`config.mk`:
```
export PLATFORM = sky130hd
export DESIGN_NAME = spram_stream_ctrl
export DESIGN_NICKNAME = d
export VERILOG_FILES = /design/src/rtl/spram_stream_ctrl.sv
export SDC_FILE = /design/constraint.sdc
export NUM_CORES = 1
export LEC_CHECK = 0
export CAP_MARGIN = 20
export CORE_MARGIN = 3
export CORE_UTILIZATION = 50
export DETAILED_ROUTE_END_ITERATION = 16
export DONT_BUFFER_PORTS = 1
export GPL_TIMING_DRIVEN = 0
export MAX_ROUTING_LAYER = met4
export PLACE_DENSITY = 0.7
export RECOVER_POWER = 50
export SETUP_SLACK_MARGIN = 0.5
export SKIP_CTS_REPAIR_TIMING = 1
export SKIP_LAST_GASP = 1
export SLEW_MARGIN = 30
export SYNTH_ARGS = -nofsm -noshare
export SYNTH_HDL_FRONTEND = slang
export SYNTH_SLANG_ARGS = --single-unit
```
`constraint.sdc`:
```
create_clock -name clk -period 6.01 [get_ports clk]
set_input_delay 1.5025 -clock clk [delete_from_list [all_inputs] [get_ports clk]]
set_output_delay 1.5025 -clock clk [all_outputs]
set_load 0.02 [all_outputs]
```
`src/rtl/spram_stream_ctrl.sv`:
```
// Frame buffer controller for one external single-port RAM: fill from the input stream, then drain in order.
// Optional replay of the stored frame is compiled in with `define SPRAM_STREAM_REPLAY_EN.
module spram_stream_ctrl #(
  parameter int AWIDTH    = 11,
  parameter int NUM_WORDS = 2048,
  parameter int DWIDTH    = 60
) (
  input  logic              clk,
  input  logic              reset,
  input  logic              in_valid,
  output logic              in_ready,
  input  logic [DWIDTH-1:0] in_data,
  input  logic              in_last,
  output logic              out_valid,
  input  logic              out_ready,
  output logic [DWIDTH-1:0] out_data,
  output logic              out_last,
  input  logic              replay,
  output logic              busy,
  output logic [AWIDTH:0]   frame_len,
  output logic [AWIDTH-1:0] ram_address,
  output logic              ram_wren,
  output logic [DWIDTH-1:0] ram_data,
  input  logic [DWIDTH-1:0] ram_out
);

  typedef enum logic [1:0] {IDLE, FILL, DRAIN} state_e;

  state_e              state_q;
  logic [AWIDTH-1:0]   wr_ptr_q;
  logic [AWIDTH:0]     rd_ptr_q;
  logic [AWIDTH:0]     frame_len_q;
  logic                rd_inflight_q;
  logic                rd_last_q;
  logic [DWIDTH-1:0]   fifo_data_q [2];
  logic [1:0]          fifo_last_q;
  logic                fifo_wr_idx_q;
  logic                fifo_rd_idx_q;
  logic [1:0]          fifo_cnt_q;
  logic [1:0]          fifo_cnt_d;

  logic                accept;
  logic                end_of_frame;
  logic                pop;
  logic                rd_en;
  logic                rd_is_last;
  logic                replay_go;
  logic [2:0]          occupancy;
  logic [AWIDTH:0]     word_cnt;

  assign in_ready     = !reset && (state_q != DRAIN);
  assign accept       = in_valid && in_ready;
  assign word_cnt     = {1'b0, wr_ptr_q} + (AWIDTH+1)'(1);
  assign end_of_frame = accept && (in_last || (wr_ptr_q == AWIDTH'(NUM_WORDS - 1)));

  assign out_valid = (fifo_cnt_q != 2'd0);
  assign out_data  = fifo_data_q[fifo_rd_idx_q];
  assign out_last  = out_valid && fifo_last_q[fifo_rd_idx_q];
  assign pop       = out_valid && out_ready;
  assign busy      = (state_q == DRAIN);
  assign frame_len = frame_len_q;

  // Words already buffered plus words still coming back from the RAM must never exceed the 2 FIFO slots.
  assign occupancy  = {1'b0, fifo_cnt_q} + {2'b00, rd_inflight_q} - {2'b00, pop};
  assign rd_en      = (state_q == DRAIN) && (rd_ptr_q < frame_len_q) && (occupancy < 3'd2);
  assign rd_is_last = (rd_ptr_q == frame_len_q - (AWIDTH+1)'(1));

`ifdef SPRAM_STREAM_REPLAY_EN
  assign replay_go = (state_q == IDLE) && replay && !in_valid && (frame_len_q != '0);
`else
  logic unused_replay;
  assign unused_replay = replay;
  assign replay_go     = 1'b0;
`endif

  assign ram_wren    = accept;
  assign ram_address = (state_q == DRAIN) ? rd_ptr_q[AWIDTH-1:0] : wr_ptr_q;
  assign ram_data    = in_data;

  // NOTE: every variable written in always_comb gets a default first, so no path can infer a latch.
  always_comb begin
    fifo_cnt_d = fifo_cnt_q;
    if (rd_inflight_q && !pop)      fifo_cnt_d = fifo_cnt_q + 2'd1;
    else if (!rd_inflight_q && pop) fifo_cnt_d = fifo_cnt_q - 2'd1;
  end

  // NOTE: sequential state uses non-blocking assignments only, so every register sees pre-edge values.
  always_ff @(posedge clk or posedge reset) begin
    if (reset) begin
      state_q       <= IDLE;
      wr_ptr_q      <= '0;
      rd_ptr_q      <= '0;
      frame_len_q   <= '0;
      rd_inflight_q <= 1'b0;
      rd_last_q     <= 1'b0;
      // NOTE: the two FIFO slots are reset because out_data must read zero during reset; bulk RAM is not.
      fifo_data_q[0] <= '0;
      fifo_data_q[1] <= '0;
      fifo_last_q    <= '0;
      fifo_wr_idx_q  <= 1'b0;
      fifo_rd_idx_q  <= 1'b0;
      fifo_cnt_q     <= '0;
    end else begin
      case (state_q)
        IDLE: begin
          if (accept)         state_q <= end_of_frame ? DRAIN : FILL;
          else if (replay_go) state_q <= DRAIN;
        end
        FILL: begin
          if (end_of_frame) state_q <= DRAIN;
        end
        DRAIN: begin
          if (pop && out_last) state_q <= IDLE;
        end
        default: state_q <= IDLE;
      endcase

      if (end_of_frame) begin
        wr_ptr_q    <= '0;
        frame_len_q <= word_cnt;
      end else if (accept) begin
        wr_ptr_q <= wr_ptr_q + AWIDTH'(1);
      end

      if (end_of_frame || replay_go || (pop && out_last)) rd_ptr_q <= '0;
      else if (rd_en)                                      rd_ptr_q <= rd_ptr_q + (AWIDTH+1)'(1);

      rd_inflight_q <= rd_en;
      rd_last_q     <= rd_is_last;

      if (rd_inflight_q) begin
        fifo_data_q[fifo_wr_idx_q] <= ram_out;
        fifo_last_q[fifo_wr_idx_q] <= rd_last_q;
        fifo_wr_idx_q              <= !fifo_wr_idx_q;
      end
      if (pop) fifo_rd_idx_q <= !fifo_rd_idx_q;
      fifo_cnt_q <= fifo_cnt_d;
    end
  end

endmodule

```
==> reports/qor.txt <==
startpoint types -> input pin
layout cell share with drive strength beyond 1 -> 0.3647
RSZ-0062 raised after global routing -> no
Layout area overhead -> 10.37%
Slew headroom -> -0.1038
Leakage -> 4.099 nW
final hold violation count -> 0
largest net degree at the start of global routing -> 32
I/O Buffers -> 0
Clock Tree Buf Depth -> 2
achievable frequency -> 0.2462 GHz
WP data required -> 4510 ps
final hold slack -> 480.7 ps
Cell variety after synth -> 47
CP endpoint kind -> output port
Placed Cells -> 964
Die Wd -> 136.6 um
FP Rows -> 47
final setup fails -> 0
Post-Syn Area -> 8522 um2
initial antenna violation count -> 0
top cells by count, synth -> mux2_2, dfrtp_1, nand2_1
dpl hpwl -> 15030 um
HP Class -> flop to flop
Gate Count Post-Synth -> 738
r2r setup slk -> 2830 ps
Starting DRT DRC Count -> 263
dominant cells by area after synthesis -> dfrtp_1, mux2_2, buf_4, nand2_1, ha_1
Synth Register Bits -> 165
Least-Margin Pin Slew -> 1656 ps
Slowest cell on crit path -> nand2_1
setup tns final -> 0 ps
post-route cell area -> 9405 um2
global-route wire length before repair -> 30220 um
Post-Layout Cell Count -> 996
drt pass-1 iters -> 4
post-route core utilization -> 0.5651
die area -> 18650 um2
start of the worst register-to-register path -> fifo_cnt_q[1]
via/cell ratio -> 5.615
Wirelength per Cell -> 19.56 um
crit-path cells -> nor2_1, nand2_1, clkinv_1
Setup Skew -> 12.22 ps
PwrDens -> 549.7 nW/um2
post-synthesis sequential area ratio -> 0.4845
CTS Buf Count -> 17
Diodes inserted -> 0
clock root buffer -> clkbuf_16
DP Worst Slack -> 1895 ps
Final #Nets -> 906
I/O pins -> 274
routability cong. -> 0.8998
vias in the first global route -> 5904
ys flop type -> dfrtp_1
clk slew on worst S/H paths -> 60 ps
CTS tree -> built
total wire length -> 19480 um
total number of vias -> 5593
Fillers -> 1406
CP max stage delay -> 380 ps
syn_nets -> 881
Hold EP -> fifo_wr_idx_q
Period minus WS final -> 4062 ps
# DRC -> 0
H-tree depth -> 4
Synth area leader -> dfrtp_1
R2R cell count -> 12
failing checks -> max-capacitance violations, max-slew violations
worst vdd ir -> 0.0002549 V
hold path depth -> 1
most numerous cell in the Yosys netlist -> mux2_2
Post-Syn Area per Cell -> 11.55 um2
Critical path buffers and inverters -> 1
outcome -> finished, violations left
Antenna Violating Nets Remaining -> 0
Max Fanout on Critical Path -> 10
Synth top area share -> 0.4845
Tot GR Track Use -> 0.2120
Design Power -> 5.170 mW
initial core utilization -> 0.5121
Die Height -> 136.6 um
Worst-Skew Late Latency -> 420 ps
family with the most delay on the worst path -> simple AND/OR/NAND/NOR gates
count of clock tree sinks -> 165
EDFF count, synth -> 0
synthesis warning total -> 0
max_cap viols -> 3
Tcrit/Tclk final -> 0.6758
fin. max-slew vios -> 93
setup ws final -> 1948 ps
Reg2Reg Capture Point -> rd_ptr_q[6]
worst setup path category -> input pin to output port
Post-synth ARST share -> 1.000
Placed Area -> 8936 um2
GRT overflow -> 0
hold path startpoint -> fifo_wr_idx_q
crit path DAT -> 2560 ps
Core ar. -> 16640 um2
power breakdown:
group / internal, mW / total [mW] / switching (mW)
Clock: 0.582 / 1.05 / 0.468
Combinational: 0.947 / 2.17 / 1.22
Sequential: 1.60 / 1.95 / 0.349
placed cells by master (no fill, tap or decap), drive strengths merged, types with 5 or more instances in the layout:
master / synthesis / layout
a21oi: 24 / 24
and3: 7 / 7
buf: 74 / 68
clkbuf: 19 / 49
clkinv: 1 / 5
dfrtp: 165 / 165
ha: 16 / 16
inv: 22 / 28
mux2: 184 / 184
nand2: 63 / 63
nand3: 18 / 18
nor2: 20 / 20
nor2b: 7 / 7
nor3: 7 / 7
nor4: 5 / 5
o21ai: 30 / 30
o31ai: 7 / 7
or3: 5 / 5
xnor2: 15 / 15
xor2: 10 / 10
flip-flops by register name, summed over array words and instances, names as in the netlist:
name           count
state_q            2
fifo_wr_idx_q      1
wr_ptr_q          11
rd_ptr_q          12
rd_last_q          1
fifo_last_q        2
rd_inflight_q      1
fifo_cnt_q         2
fifo_data_q      120
fifo_rd_idx_q      1
frame_len         12
final cells by class:
cell class | count | area, um2 | share of cell area
Clock inverter | 14 | 138.9 | 0.01477
Buffer | 93 | 576.8 | 0.06133
Multi-Input combinational cell | 457 | 3730 | 0.3966
Tap cell | 220 | 275.3 | 0.02927
Inverter | 23 | 87.58 | 0.009312
Sequential cell | 165 | 4129 | 0.4390
Timing Repair Buffer | 6 | 38.79 | 0.004124
Clock buffer | 18 | 429.2 | 0.04563
worst max-delay path by stage:
stage	startpoint	slack, ps	cells after the start	end
final	reset	1950	3	ram_wren
after floorplan	out_ready	2140	11	rd_ptr_q[6]
after CTS	reset	1940	3	ram_wren
after global routing	reset	1320	3	fifo_data_q[78]
after detailed placement	out_ready	1890	12	rd_ptr_q[6]
after global placement	reset	1720	1	fifo_data_q[104]
routing by layer:
metal	wire length [um]	GRT usage	share of wire	up-vias
met5	0	-	0	-
met4	249	0.05935	0.013	0
met3	1854	0.07022	0.095	22
met2	10280	0.3666	0.53	214
met1	7099	0.2345	0.36	2781
li1	-	-	-	2576
logic make-up after synthesis:
family / count (synthesis) / share of synthesized area
and+or+nand+nor: 151 / 0.08736
adders and majority gates: 17 / 0.02584
buffers and inverters: 116 / 0.07781
muxes: 185 / 0.2443
xor gates and xnor gates: 25 / 0.02569
DFF: 165 / 0.4845
AOI/OAI and AO/OA: 79 / 0.05447
No activity file was read; power rests on OpenSTA's default activity.
